[src/rtl/ram_rr_arbiter_mux.sv]
// Round-robin arbiter and mux that lets NUM_PORTS requesters share one single-port RAM.
// The RAM command is registered, and read data is steered back to the issuing port after RdLatency cycles.
module ram_rr_arbiter_mux #(
    parameter int NUM_PORTS = 6,
    parameter int DataWidth = 8,
    parameter int AddrWidth = 8,
    parameter int RdLatency = 1,
    parameter int IdWidth   = (NUM_PORTS > 1) ? $clog2(NUM_PORTS) : 1
) (
    input  logic                           clk_i,
    input  logic                           reset_i,
    input  logic                           active_i,
    input  logic [NUM_PORTS-1:0]           req_i,
    input  logic [NUM_PORTS-1:0]           lock_i,
    input  logic [NUM_PORTS*AddrWidth-1:0] addr_i,
    input  logic [NUM_PORTS-1:0]           we_i,
    input  logic [NUM_PORTS*DataWidth-1:0] wdata_i,
    output logic [NUM_PORTS-1:0]           gnt_o,
    output logic [NUM_PORTS-1:0]           rvalid_o,
    output logic [DataWidth-1:0]           rdata_o,
    output logic                           ram_en_o,
    output logic                           ram_we_o,
    output logic [AddrWidth-1:0]           ram_addr_o,
    output logic [DataWidth-1:0]           ram_wdata_o,
    input  logic [DataWidth-1:0]           ram_rdata_i
);

    logic [IdWidth-1:0] ptr_q, ptr_d;
    logic [IdWidth-1:0] lock_id_q;
    logic               lock_vld_q, lock_vld_d;
    logic               gnt_any;
    logic [IdWidth-1:0] gnt_id;

    // Stage 0 of the read-tracking pipe lines up with ram_en_o; stage RdLatency lines up with ram_rdata_i.
    logic [RdLatency:0]              vld_pipe;
    logic [RdLatency:0][IdWidth-1:0] id_pipe;

    function automatic int wrap(input int v);
        return (v >= NUM_PORTS) ? v - NUM_PORTS : v;
    endfunction

    always_comb begin
        gnt_any = 1'b0;
        gnt_id  = '0;
        if (!reset_i && active_i) begin
            if (lock_vld_q && req_i[lock_id_q]) begin
                gnt_any = 1'b1;
                gnt_id  = lock_id_q;
            end else begin
                for (int i = 0; i < NUM_PORTS; i++) begin
                    if (!gnt_any && req_i[wrap(int'(ptr_q) + i)]) begin
                        gnt_any = 1'b1;
                        gnt_id  = IdWidth'(wrap(int'(ptr_q) + i));
                    end
                end
            end
        end
    end

    always_comb begin
        gnt_o    = '0;
        rvalid_o = '0;
        for (int i = 0; i < NUM_PORTS; i++) begin
            gnt_o[i]    = gnt_any && (int'(gnt_id) == i);
            rvalid_o[i] = vld_pipe[RdLatency] && (int'(id_pipe[RdLatency]) == i);
        end
        rdata_o = vld_pipe[RdLatency] ? ram_rdata_i : '0;
    end

    // The wrap is an explicit compare, so the pointer cannot overflow for non-power-of-two port counts.
    always_comb begin
        ptr_d = ptr_q;
        if (gnt_any)
            ptr_d = (int'(gnt_id) == NUM_PORTS - 1) ? '0 : gnt_id + 1'b1;
        lock_vld_d = gnt_any && lock_i[gnt_id];
    end

    always_ff @(posedge clk_i or posedge reset_i) begin
        if (reset_i) begin
            ptr_q       <= '0;
            lock_vld_q  <= 1'b0;
            lock_id_q   <= '0;
            ram_en_o    <= 1'b0;
            ram_we_o    <= 1'b0;
            ram_addr_o  <= '0;
            ram_wdata_o <= '0;
            vld_pipe    <= '0;
            id_pipe     <= '0;
        end else begin
            ptr_q      <= ptr_d;
            lock_vld_q <= lock_vld_d;
            lock_id_q  <= gnt_id;
            ram_en_o   <= gnt_any;
            ram_we_o   <= gnt_any && we_i[gnt_id];
            if (gnt_any) begin
                ram_addr_o  <= addr_i[AddrWidth*gnt_id +: AddrWidth];
                ram_wdata_o <= wdata_i[DataWidth*gnt_id +: DataWidth];
            end
            vld_pipe <= {vld_pipe[RdLatency-1:0], gnt_any && !we_i[gnt_id]};
            id_pipe  <= {id_pipe[RdLatency-1:0], gnt_id};
        end
    end

endmodule

[config.mk]
export PLATFORM = sky130hd
export DESIGN_NAME = ram_rr_arbiter_mux
export DESIGN_NICKNAME = d
export VERILOG_FILES = /design/src/rtl/ram_rr_arbiter_mux.sv
export SDC_FILE = /design/constraint.sdc
export NUM_CORES = 1
export LEC_CHECK = 0
export CELL_PAD_IN_SITES_DETAIL_PLACEMENT = 1
export CELL_PAD_IN_SITES_GLOBAL_PLACEMENT = 1
export CORE_MARGIN = 3
export CORE_UTILIZATION = 29
export CTS_CLUSTER_DIAMETER = 150
export DETAILED_ROUTE_END_ITERATION = 10
export PLACE_DENSITY_LB_ADDON = 0.15
export SETUP_SLACK_MARGIN = 0.4
export SYNTH_ARGS = -nofsm -noshare
export SYNTH_HDL_FRONTEND = slang
export SYNTH_SLANG_ARGS = --single-unit
[constraint.sdc]
create_clock -name clk_i -period 4.84 [get_ports clk_i]
set_input_delay 0.968 -clock clk_i [delete_from_list [all_inputs] [get_ports clk_i]]
set_output_delay 0.968 -clock clk_i [all_outputs]
set_load 0.01 [all_outputs]
After elaboration in Yosys (flattened, before gate mapping)
Cells that the tools add are included.
- flip-flop bits (word level): 30
- input port bits: 125
- output and inout bits: 38
- logic and storage cells: 136
- $add $sub $neg: 12
- order comparisons: 14
- eq/ne operators: 10
- shift-type cells: 2
- multiplexer cells: 58
- reduce and logical (&&, ||, !) cells: 31
- operators with widths (operator ; count):
    $lt 32x5->1 const B ; 6
    $mux 32 ; 6
    $shiftx 48x7->8 ; 2
    $mux 1 ; 33
    $bmux 1 s3 ; 9
    $mux 3 ; 9
    $sub 4x3->5 const B ; 5
    $eq 3x3->1 const B ; 8
    $logic_and 1x1->1 ; 22
    $ge 4x3->1 const B ; 5
    $add 3x2->4 const B ; 2
    $add 3x3->4 const B ; 2
    $lt 3x4->1 const B ; 2
    $mux 8 ; 1
    $logic_not 1->1 ; 7
    $eq 3x2->1 const B ; 2
    $logic_not 3->1 ; 2
    $add 3x1->4 const B ; 1
    $sub 3x3->4 const B ; 1
    $add 3x1->3 const B ; 1
    $ge 3x3->1 const B ; 1

Logic depth before layout (Yosys ltp)
Gate-level depths: netlist of the first run.
- depth after elaboration: 37
- gate-level depth with buffers: 20
- gate-level depth less buffers: 17

Worst setup path before layout of the first run
OpenSTA, ideal clock, no wires.
- path kind: register to output
- start point: register ptr_q[0]
- end point: output gnt_o[3]
- arrival time: 3.585 ns
- required time: 3.872 ns
- setup slack: 0.287 ns
- stages on the path, launching flop included: 18
- path buffers: 3
- cells stage by stage: dfrtp_1 -> buf_2 -> buf_6 -> inv_1 -> ha_1 -> inv_1 -> ha_1 -> a211oi_1 -> nand2_1 -> o22a_1 -> and3_1 -> o2111ai_1 -> nand2_1 -> inv_2 -> buf_1 -> nor3_1 -> ha_1 -> and2_1
- word-level cells in the longest chain between the ends: 35
- elaborated cells between the ends (all ways): 79
- those cells by class: add/sub: 11; order compare: 6; eq/ne: 1; mux: 50; reduce/logical: 11
- ends and longest elaborated chain (what ; line ; text):
    start: declaration ; 28 ; logic [IdWidth-1:0] ptr_q, ptr_d;
    start signal: assignment ; 90 ; ptr_q <= ptr_d;
    branches (longest 30 deep; another with $sub 4x3->5) ; - ;
    $mux 3 * ; 51 ; if (!gnt_any && req_i[wrap(int'(ptr_q) + i)]) begin
    $mux 3 * ; 46 ; if (lock_vld_q && req_i[lock_id_q]) begin
    $mux 3 * ; 45 ; if (!reset_i && active_i) begin
    net gnt_id[1] ; 32 ; logic [IdWidth-1:0] gnt_id;
    $eq 3x3->1 * ; 64 ; gnt_o[i] = gnt_any && (int'(gnt_id) == i);
    $logic_and 1x1->1 * ; 64 ;
    end: declaration ; 18 ; output logic [NUM_PORTS-1:0] gnt_o,
Mark *: on every way through the listed nets, which the timed path passes. The select of a mux whose other input is x is not followed.

Worst setup path in the final report of the first run
- start point: register ptr_q[0]
- end point: output gnt_o[3]
- word-level cells in the longest chain between the ends: 35
- elaborated cells between the ends (all ways): 79
- those cells by class: add/sub: 11; order compare: 6; eq/ne: 1; mux: 50; reduce/logical: 11
- ends and longest elaborated chain (what ; line):
    branches (longest 34 deep; another with $sub 4x3->5) ; -
    $logic_and 1x1->1 * ; 64
Every way passes the cells marked *. The select of a mux whose other input is x is not followed.

==> impl_results.md, run 1 <==
- Status: finished clean
- DR iter-0 viols: 159
- DRT Pass-1 Iters: 4
- RSZ-0062 raised after global routing: yes
- Final #Nets: 783
- CTS tree: built
- Placed Cells incl. Taps: 752
- EDFF count, synth: 0
- Initial Utilization: 30.4%
- IO Pins: 163
- Buffers on Ports: 162
- Die Span Y: 114 µm
- Clk slew on worst S/H paths: 0.06 ns
- Max VDD drop: 0.582 mV
- FMAX: 0.224 GHz
- Power density cells: 692 mW/mm²
- Mapped Area: 0.00338 mm²
- Layout cell share with drive strength beyond 1: 26.0%
- Post-route minimum period: 4.46 ns
- DRC violations left: 0
- YS warnings: 0
- Slew margin rel.: 41.6%
- Final RePlAce weighted congestion: 0.937
- Clk_lat worst skew: 0.28 ns
- Worst Skew: 0.00654 ns
- Per-cell routed wire length: 20.0 µm
- Fin cells: 789
- Area delta synth->final: 78.9%
- CTS Buf Count: 5
- Clk sinks: 30
- Yosys reg bits: 30
- Fill count: 1332
- Final WL: 15800 µm
- Post-synth cell types: 65
- Busiest metal layer after global routing: met2
- Ys async rst share: 100%
- Period utilization: 92.1%
- Total global routing overflow: 0
- # rows: 38
- Req. time, crit path: 3.87 ns
- Max-slew violations: 0
- Max-Cap Viols: 0
- Leakage power figure: 0.00251 µW
- Vias in the first global route: 4557
- ANT cells: 0
- Crit path DAT: 3.49 ns
- Initial antenna violation count: 0
- Post-synth top flop: dfrtp_1
- First-pass GRT wire length: 23800 µm
- Layout Utilization: 54.4%
- Cts hold-fix bufs: 0
- Fraction of the yosys area taken by sequential cells: 22.2%
- CTS root buf: clkbuf_16
- Htree depth: 2
- Die ar.: 0.0130 mm²
- M2 GR Usage: 41.6%
- CP max FO: 5
- Fin Hold WS: 0.351 ns
- Startpoint types: register
- Max Buffers Root-to-Sink: 2
- Setup_tns: 0 ns
- CP endpoint kind: output port
- Avg Vias per Cell: 5.46
- Final hold violation count: 0
- Top-area cell type share of the netlist area: 22.2%
- Kind of critical path: reg2out
- Setup Viol. Count Final: 0
- Met1 usage: 27.4%
- Die extent in x: 114 µm
- Largest area contributor in the netlist: dfrtp_1
- Worst slew pin tran: 0.872 ns
- Routed Antenna Nets: 0
- Post-route total power: 4190 µW
- DR vias: 4311
- Mapped Nets: 563
- Mapped Cells: 428
- GR Util All Layers: 22.9%
- Worst min-delay path category: reg2reg
- Largest net degree at the start of global routing: 34
- Met3 Use GR: 5.04%
- Detailed Place HPWL: 11900 µm
- Placeable Area: 0.0111 mm²
- Avg Inst Size Synth: 7.90 µm²
- Ranking of synthesized cells by area: dfrtp_1 (22%), o21ai_0 (6.2%), nand3_1 (5.2%), nand4b_1 (3.9%), ha_1 (3.7%)
## layout by cell type (no fill, tap or decap), types with 3 or more instances in the layout
master and n:
a211o_1 3, a211oi_1 5, a211oi_2 4, a21boi_0 14, a21o_1 15, a21oi_1 20
and2_1 15, and3_1 16, buf_2 3, buf_4 71, buf_6 14, clkbuf_16 5
clkbuf_2 4, clkdlybuf4s50_1 150, dfrtp_1 29, dlygate4sd2_1 4, ha_1 5, ha_4 3
inv_1 9, inv_2 4, mux2_2 3, mux2i_1 10, mux4_2 3, nand2_1 27
nand2_2 3, nand3_1 35, nand4b_1 15, nor2_1 17, nor2_2 3, nor2b_1 3
nor3_2 5, o211ai_1 5, o21a_1 5, o21ai_0 39, o21ai_1 14
## worst paths after layout
check	startpoint	end	slack, ns	cells past startpoint
setup reg to reg	ptr_q[0]$_DFFE_PP0P_	ram_wdata_o[2]$_DFFE_PP0P_	0.99	14
min in group asynchronous	reset_i	ptr_q[1]$_DFFE_PP0P_	1.19	3
hold reg to reg	vld_pipe[0]$_DFF_PP0_	vld_pipe[1]$_DFF_PP0_	0.35	0
setup / recovery	ptr_q[0]$_DFFE_PP0P_	gnt_o[3]	0.38	14
hold / removal	vld_pipe[0]$_DFF_PP0_	vld_pipe[1]$_DFF_PP0_	0.35	0
max in group asynchronous	reset_i	ptr_q[2]$_DFFE_PP0P_	3.34	3
## state kept, by name (all words and copies together) (netlist names)
name	count
id_pipe	6
lock_vld_q	1
ptr_q	3
ram_addr_o	8
ram_en_o	1
ram_wdata_o	8
ram_we_o	1
vld_pipe	2
## Yosys cell counts (2+ instances only)
cell	n
o21ai_0	42
nand3_1	35
dfrtp_1	30
nand2_1	30
a21oi_1	21
nor2_1	20
and3_1	17
a21o_1	15
and2_1	15
nand4b_1	15
a21boi_0	14
clkbuf_1	14
o21ai_1	13
inv_1	12
mux2i_1	12
ha_1	10
a211oi_1	8
buf_2	8
nor3_1	6
buf_6	5
o211ai_1	5
o21a_1	5
a211o_1	4
a22oi_1	4
buf_4	4
mux2_2	4
nor2b_1	4
mux4_2	3
o211a_1	3
o211ai_2	3
a211oi_2	2
a221o_1	2
a22o_1	2
inv_2	2
nand3_2	2
nor3b_1	2
nor4_2	2
o22ai_1	2
o2bb2ai_1	2
or2_2	2
or3_1	2
xor2_1	2
## cell families after synthesis
kind of cell	Yosys count	synth area share (%)
flops	30	22.2
compound gates	157	31.7
mux	20	7.32
fa+ha+maj	10	3.70
xor+xnor	4	1.26
buf+inv	47	7.10
simple gates	160	26.8
## worst max-delay path: stages, from the launching register on
cell and delay, ns:
dfrtp_1 0.43, buf_6 0.13, inv_4 0.03, ha_4 0.29, nand2_1 0.14, mux2i_2 0.28, mux2i_1 0.26, buf_4 0.15
a211oi_1 0.09, or4_1 0.58, o211ai_2 0.28, nor3_2 0.07, ha_2 0.17, and2_1 0.15, buf_2 0.14
## what timing repair did
action / 4_1_cts / 5_1_grt
cloned: 0 / 0
resized for setup: 55 / 47
pin swaps: 10 / 17
buffers inserted: 17 / 12
setup endpoints to repair: 6 / 6
## per-stage QoR
step	instance area, µm²	setup slack, ns
after floorplan	3380	0.418
after global placement	5410	-0.123
after detailed placement	5410	-0.185
after CTS	5820	0.388
after global routing	6050	0.229
final	6050	0.382
## power breakdown
group          switching [µW]  internal (µW)
registers                90.1            369
clock network             116            203
logic                    1780           1630
## area by class of cell
type	count	area, µm²	area share [%]
Multi-Input combinational cell	351	2660	43.9
Clock inverter	2	12.5	0.207
Inverter	14	55.1	0.910
Tap cell	140	175	2.89
Sequential cell	30	752	12.4
Clock buffer	6	139	2.29
Timing Repair Buffer	246	2260	37.4
## routing by layer
layer,vias to the layer above,share of wire [%]
li1,2033,-
met2,140,54
met3,17,5.6
met5,-,0
met4,0,1.5
met1,2121,39
(Power assumes the default switching activity.)
==> run 2: changes to the inputs <==
--- a/config.mk
+++ b/config.mk
@@ -7,7 +7,6 @@
 export LEC_CHECK = 0
 export CELL_PAD_IN_SITES_DETAIL_PLACEMENT = 1
 export CELL_PAD_IN_SITES_GLOBAL_PLACEMENT = 1
-export CORE_MARGIN = 3
 export CORE_UTILIZATION = 29
 export CTS_CLUSTER_DIAMETER = 150
 export DETAILED_ROUTE_END_ITERATION = 10
==> run 2 against run 1 <==
Against the previous run: worst hold slack gained 0.0016 ns; first-iteration DRC count is 38% higher; sequential power is 0.9% higher; largest power group unchanged; final area down 0.87%; clock skew shrank 0.00081 ns; cell count down 1.1%; sequential cell count is the same; die area decreased by 6.9%; clock-buffer cell count grew 1; highest routed layer unchanged.
==> impl_results.md, run 2 (synthesis gave the netlist of run 1 again) <==
- Launch point of the worst reg-to-reg path: ptr_q[1]$_DFFE_PP0P_
- Family with the most delay on the worst path: simple AND/OR/NAND/NOR gates
- DRC violations left: 0
- Max Buffers Root-to-Sink: 2
- Largest net degree at the start of global routing: 51
- Clk slew on worst S/H paths: 0.05 ns
- Initial Utilization: 29.8%
- Placeable Area: 0.0114 mm²
- Period utilization: 91.1%
- DR vias: 4248
- Slew margin rel.: 30.7%
- Kind of critical path: reg2out
- CTS root buf: clkbuf_16
- ANT cells: 0
- Clk sinks: 30
- Final RePlAce weighted congestion: 0.927
- Met3 Use GR: 5.29%
- DRT Pass-1 Iters: 5
- Die Span Y: 110 µm
- Die extent in x: 110 µm
- Startpoint types: register
- Status: finished clean
- Vias in the first global route: 4263
- FMAX: 0.227 GHz
- Busiest metal layer after global routing: met2
- Post-route minimum period: 4.41 ns
- Req. time, crit path: 3.87 ns
- Worst Skew: 0.00573 ns
- CP Cell Sequence: inv_2, ha_4, xor2_4, inv_2, ha_4, a211oi_2, nand2_1, o22a_1, and3_4, buf_4, o2111ai_4, nand2_4, or2_1, nor3_4, buf_2
- Clk_lat worst skew: 0.27 ns
- Initial antenna violation count: 0
- CTS Buf Count: 5
- Setup Viol. Count Final: 0
- Worst Path Buf+Inv: 4
- Top flop regs: ram_addr_o x8, ram_wdata_o x8, id_pipe x6
- RSZ-0062 raised after global routing: yes
- Area delta synth->final: 77.3%
- Flop2flop setup slack: 0.96 ns
- Worst slew pin tran: 1.03 ns
- Cts hold-fix bufs: 0
- Crit path from: ptr_q[1]$_DFFE_PP0P_
- Final #Nets: 771
- Final WL: 15000 µm
- Buffers on Ports: 162
- Post-route total power: 4030 µW
- Per-cell routed wire length: 19.3 µm
- CP max FO: 4
- Setup_tns: 0 ns
- Worst min-delay path category: reg2reg
- Power density cells: 672 mW/mm²
- CP endpoint kind: output port
- Detailed Place HPWL: 11100 µm
- Met1 usage: 29.0%
- Hold Crit Depth: 0
- Critical path's slowest cell: dfrtp_1
- GR Util All Layers: 23.8%
- Leakage power figure: 0.00243 µW
- # rows: 39
- Max VDD drop: 0.531 mV
- Htree depth: 2
- Reg2Reg Depth: 14
- Routed Antenna Nets: 0
- CTS tree: built
- Hold path endpoint: vld_pipe[1]$_DFF_PP0_
- Critical Path Max Stage Delay: 0.42 ns
- RR Endpoint: ram_addr_o[2]$_DFFE_PP0P_
- First-pass GRT wire length: 22000 µm
- Max-slew violations: 0
- Crit path DAT: 3.44 ns
- DR iter-0 viols: 220
- Most common cell after layout, fill and taps aside: clkdlybuf4s50_1
- Die ar.: 0.0121 mm²
- Avg Vias per Cell: 5.45
- Worst slack at placement: -0.212 ns
- IO Pins: 163
- Max-Cap Viols: 0
- Total global routing overflow: 0
- Fin Hold WS: 0.353 ns
- Layout cell share with drive strength beyond 1: 24.6%
- Final hold violation count: 0
- PnR worst setup slack: 0.429 ns
- M2 GR Usage: 42.1%
- Commonest non-fill, non-tap cells in the layout: clkdlybuf4s50_1 (150), buf_4 (66), o21ai_0 (38), nand3_1 (35), dfrtp_1 (29)
- HP Start: vld_pipe[0]$_DFF_PP0_
run 2: cell count changes in the layout (fill, tap and decap cells not counted), sizes merged:
cell           previous run  this run
clkbuf                   10         9
clkdlybuf4s15             0         1
buf                      88        77
clkinvlp                  1         0
run 2: area by class of cell:
class	instances	area (µm²)
Clock buffer	7	143
Clock inverter	1	5.00
Fill cell	1315	5370
Inverter	14	52.6
Multi-Input combinational cell	351	2710
Sequential cell	30	752
Tap cell	143	179
Timing Repair Buffer	234	2160
run 2: how the worst max path moves through the flow:
stage	cells past startpoint	slack, ns	end
4_1_cts	17	0.40	gnt_o[3]
3_3_place_gp	11	-0.18	gnt_o[3]
6_report	15	0.43	gnt_o[1]
3_5_place_dp	11	-0.21	gnt_o[3]
5_1_grt	15	0.30	gnt_o[1]
2_1_floorplan	17	0.42	gnt_o[3]
run 2: report_power, final:
part           switching, µW  internal (µW)
sequential              93.5            369
combinational           1730           1530
clock                    109            204
run 2: layer usage:
layer	wire length [µm]	vias to the layer above	share of wire, %
met2	7420	167	49
met3	1130	18	7.5
met1	6220	2052	41
li1	-	2011	-
met4	274	0	1.8
met5	0	-	0
run 2: stage by stage:
| stage | cells | area, µm² | utilization (%) |
|---|---|---|---|
| 3_5_place_dp | 755 | 5420 | 47.7 |
| 3_3_place_gp | 755 | 5420 | 47.7 |
| 4_1_cts | 775 | 5790 | 50.9 |
| 5_1_grt | 780 | 6000 | 52.8 |
| 2_1_floorplan | 428 | 3380 | - |
| 6_report | 780 | 6000 | 52.8 |
run 2: repair_timing:
item | 4_1_cts | 5_1_grt
setup endpoints to repair | 6 | 6
pin swaps | 14 | 10
gates resized for setup | 67 | 40
setup buffers | 12 | 5
endpoints found under the hold margin | 0 | 0
run 2: worst register-to-register path: stages, from the launching register on:
cell and delay (ns):
dfrtp_1 0.42, buf_4 0.20, ha_2 0.25, and2_1 0.20, o41ai_4 0.31, buf_4 0.21
mux2i_1 0.20, a22o_1 0.17, a21oi_2 0.10, buf_4 0.16, o211ai_4 0.80, buf_4 0.34
a21boi_0 0.10, o21ai_1 0.20, nand4b_1 0.10
==> run 3: changes to the inputs <==
--- a/config.mk
+++ b/config.mk
@@ -7,11 +7,12 @@
 export LEC_CHECK = 0
 export CELL_PAD_IN_SITES_DETAIL_PLACEMENT = 1
 export CELL_PAD_IN_SITES_GLOBAL_PLACEMENT = 1
+export CORE_MARGIN = 5
 export CORE_UTILIZATION = 29
 export CTS_CLUSTER_DIAMETER = 150
 export DETAILED_ROUTE_END_ITERATION = 10
 export PLACE_DENSITY_LB_ADDON = 0.15
-export SETUP_SLACK_MARGIN = 0.4
+export SETUP_SLACK_MARGIN = 0.2
 export SYNTH_ARGS = -nofsm -noshare
 export SYNTH_HDL_FRONTEND = slang
 export SYNTH_SLANG_ARGS = --single-unit
==> run 3 against run 2 <==
Against the previous run: clock power up 4%; register-to-register slack worse by 0.13 ns; critical endpoint unchanged; highest routed layer unchanged; largest power group unchanged; combinational power down 7.4%; via count down 1.9%; setup slack worse by 0.12 ns.
==> impl_results.md, run 3 (synthesis gave the netlist of run 1 again) <==
- Status: finished clean
- Largest net degree at the start of global routing: 45
- Slew margin rel.: 30.0%
- Die Span Y: 118 µm
- Final #Nets: 761
- Switching part of the total: 48.3%
- PnR worst setup slack: 0.311 ns
- Startpoint types: input pin
- Die ar.: 0.0139 mm²
- CP Cell Sequence: clkdlybuf4s50_1, mux2_4, nand2_1, o21a_1, a221o_1, o21ai_2, nand2_2, buf_4, buf_4, or2_1, nor3_2, buf_2
- Clk sinks: 30
- Power density cells: 658 mW/mm²
- Layout Utilization: 50.6%
- FMAX: 0.221 GHz
- Routed Antenna Nets: 0
- Worst min-delay path category: reg2reg
- IO Pins: 163
- Clk slew on worst S/H paths: 0.05 ns
- Int Power: 1960 µW
- Req. time, crit path: 3.87 ns
- DR vias: 4169
- Placeable Area: 0.0114 mm²
- Post-route minimum period: 4.53 ns
- Cts hold-fix bufs: 0
- Avg Vias per Cell: 5.41
- Max VDD drop: 0.360 mV
- Leakage power figure: 0.00238 µW
- Total global routing overflow: 0
- CTS root buf: clkbuf_16
- Launch point of the worst reg-to-reg path: ptr_q[1]$_DFFE_PP0P_
- Final WL: 15000 µm
- Crit path DAT: 3.56 ns
- Most common cell after layout, fill and taps aside: clkdlybuf4s50_1
- Fin cells: 770
- DR iter-0 viols: 151
- CTS tree: built
- Commonest non-fill, non-tap cells in the layout: clkdlybuf4s50_1 (152), buf_4 (60), o21ai_0 (37), nand3_1 (35), dfrtp_1 (30)
- Worst slack at placement: -0.306 ns
- RR Endpoint: ram_wdata_o[4]$_DFFE_PP0P_
- CP max FO: 4
- First-pass GRT wire length: 24300 µm
- Top flop regs: ram_addr_o x8, ram_wdata_o x8, id_pipe x6
- Final RePlAce weighted congestion: 0.920
- Die extent in x: 118 µm
- Buffers on Ports: 162
- Seq pwr share: 11.9%
- Initial Utilization: 29.6%
- Combinational group share of total power: 79.6%
- Initial antenna violation count: 0
- Critical path's slowest cell: clkdlybuf4s50_1
- Htree depth: 2
- Worst slew pin tran: 1.05 ns
- RSZ-0062 raised after global routing: yes
- Per-cell routed wire length: 19.5 µm
- Kind of critical path: in2out
- Layout cell share with drive strength beyond 1: 20.7%
- Clock share of power: 8.5%
- Net load switching power: 1840 µW
- Hold path endpoint: vld_pipe[1]$_DFF_PP0_
- Reg2Reg Depth: 14
- # rows: 39
- Flop2flop setup slack: 0.83 ns
- Max-slew violations: 0
- Placed Cells incl. Taps: 751
- Detailed Place HPWL: 11800 µm
- CTS Buf Count: 5
- Period utilization: 93.6%
- Critical Path Max Stage Delay: 0.53 ns
- DRC violations left: 0
- Clk_lat worst skew: 0.28 ns
- Most used cell, CP: buf_4
- CP endpoint kind: output port
- Worst Skew: 0.00816 ns
- HP Start: vld_pipe[0]$_DFF_PP0_
- Area delta synth->final: 70.7%
- Vias in the first global route: 4495
- Setup Viol. Count Final: 0
- Max-Cap Viols: 0
- GR Util All Layers: 21.2%
- DRT Pass-1 Iters: 4
- Max Buffers Root-to-Sink: 2
- Final hold violation count: 0
- ANT cells: 0
- Hold Crit Depth: 0
-- run 3: layout make-up --
class | instances | area [µm²]
fill | 1375 | 5640
multi-input combinational | 351 | 2550
timing repair buffer | 224 | 2090
sequential | 30 | 751
tap | 143 | 179
clock buffer | 6 | 139
inverter | 14 | 52.6
clock inverter | 2 | 12.5
-- run 3: power by group through the flow --
stage,registers (µW),clock network [µW],logic [µW]
floorplan,474,0,1590
global placement,448,0,2630
detailed placement,454,0,2700
CTS,450,330,2860
global route,467,340,3260
finish,452,324,3020
-- run 3: what timing repair did --
| item | CTS | global route |
|---|---|---|
| setup buffers | 5 | 6 |
| gates resized for setup | 33 | 24 |
| pin swaps | 4 | 8 |
| setup endpoints to repair | 6 | 6 |
| hold endpoints to repair | 0 | 0 |
-- run 3: routing by layer --
layer  wire, µm  vias to the layer above  track usage [%]
met3       1070                       14             6.20
li1           -                     1982                -
met4        203                        0             4.01
met5          0                        -                0
met2       7400                      151             36.2
met1       6350                     2022             26.5
-- run 3: how the worst max path moves through the flow --
stage | startpoint | to | depth (start not counted)
floorplan | ptr_q[0]$_DFFE_PP0P_ | gnt_o[3] | 17
global placement | req_i[2] | gnt_o[1] | 12
detailed placement | req_i[2] | gnt_o[1] | 12
CTS | ptr_q[1]$_DFFE_PP0P_ | gnt_o[0] | 15
global route | ptr_q[1]$_DFFE_PP0P_ | gnt_o[3] | 16
finish | req_i[4] | gnt_o[1] | 12
-- run 3: per-stage QoR --
stage                     total power [µW]  hold WS [ns]  setup TNS, ns  area (µm²)
after floorplan                       2060         0.331              0        3380
after global placement                3070         0.333         -0.532        5400
after detailed placement              3150         0.337          -1.53        5400
after CTS                             3640         0.349              0        5670
after global routing                  4070         0.352              0        5770
final                                 3800         0.346              0        5770
-- run 3: critical path, delay by kind of cell --
family                 cells  cell delay [ns]
buffers and inverters      4             0.98
AO/OA/AOI/OAI              3             0.79
multiplexers               1             0.20
AND/OR/NAND/NOR            4             0.62
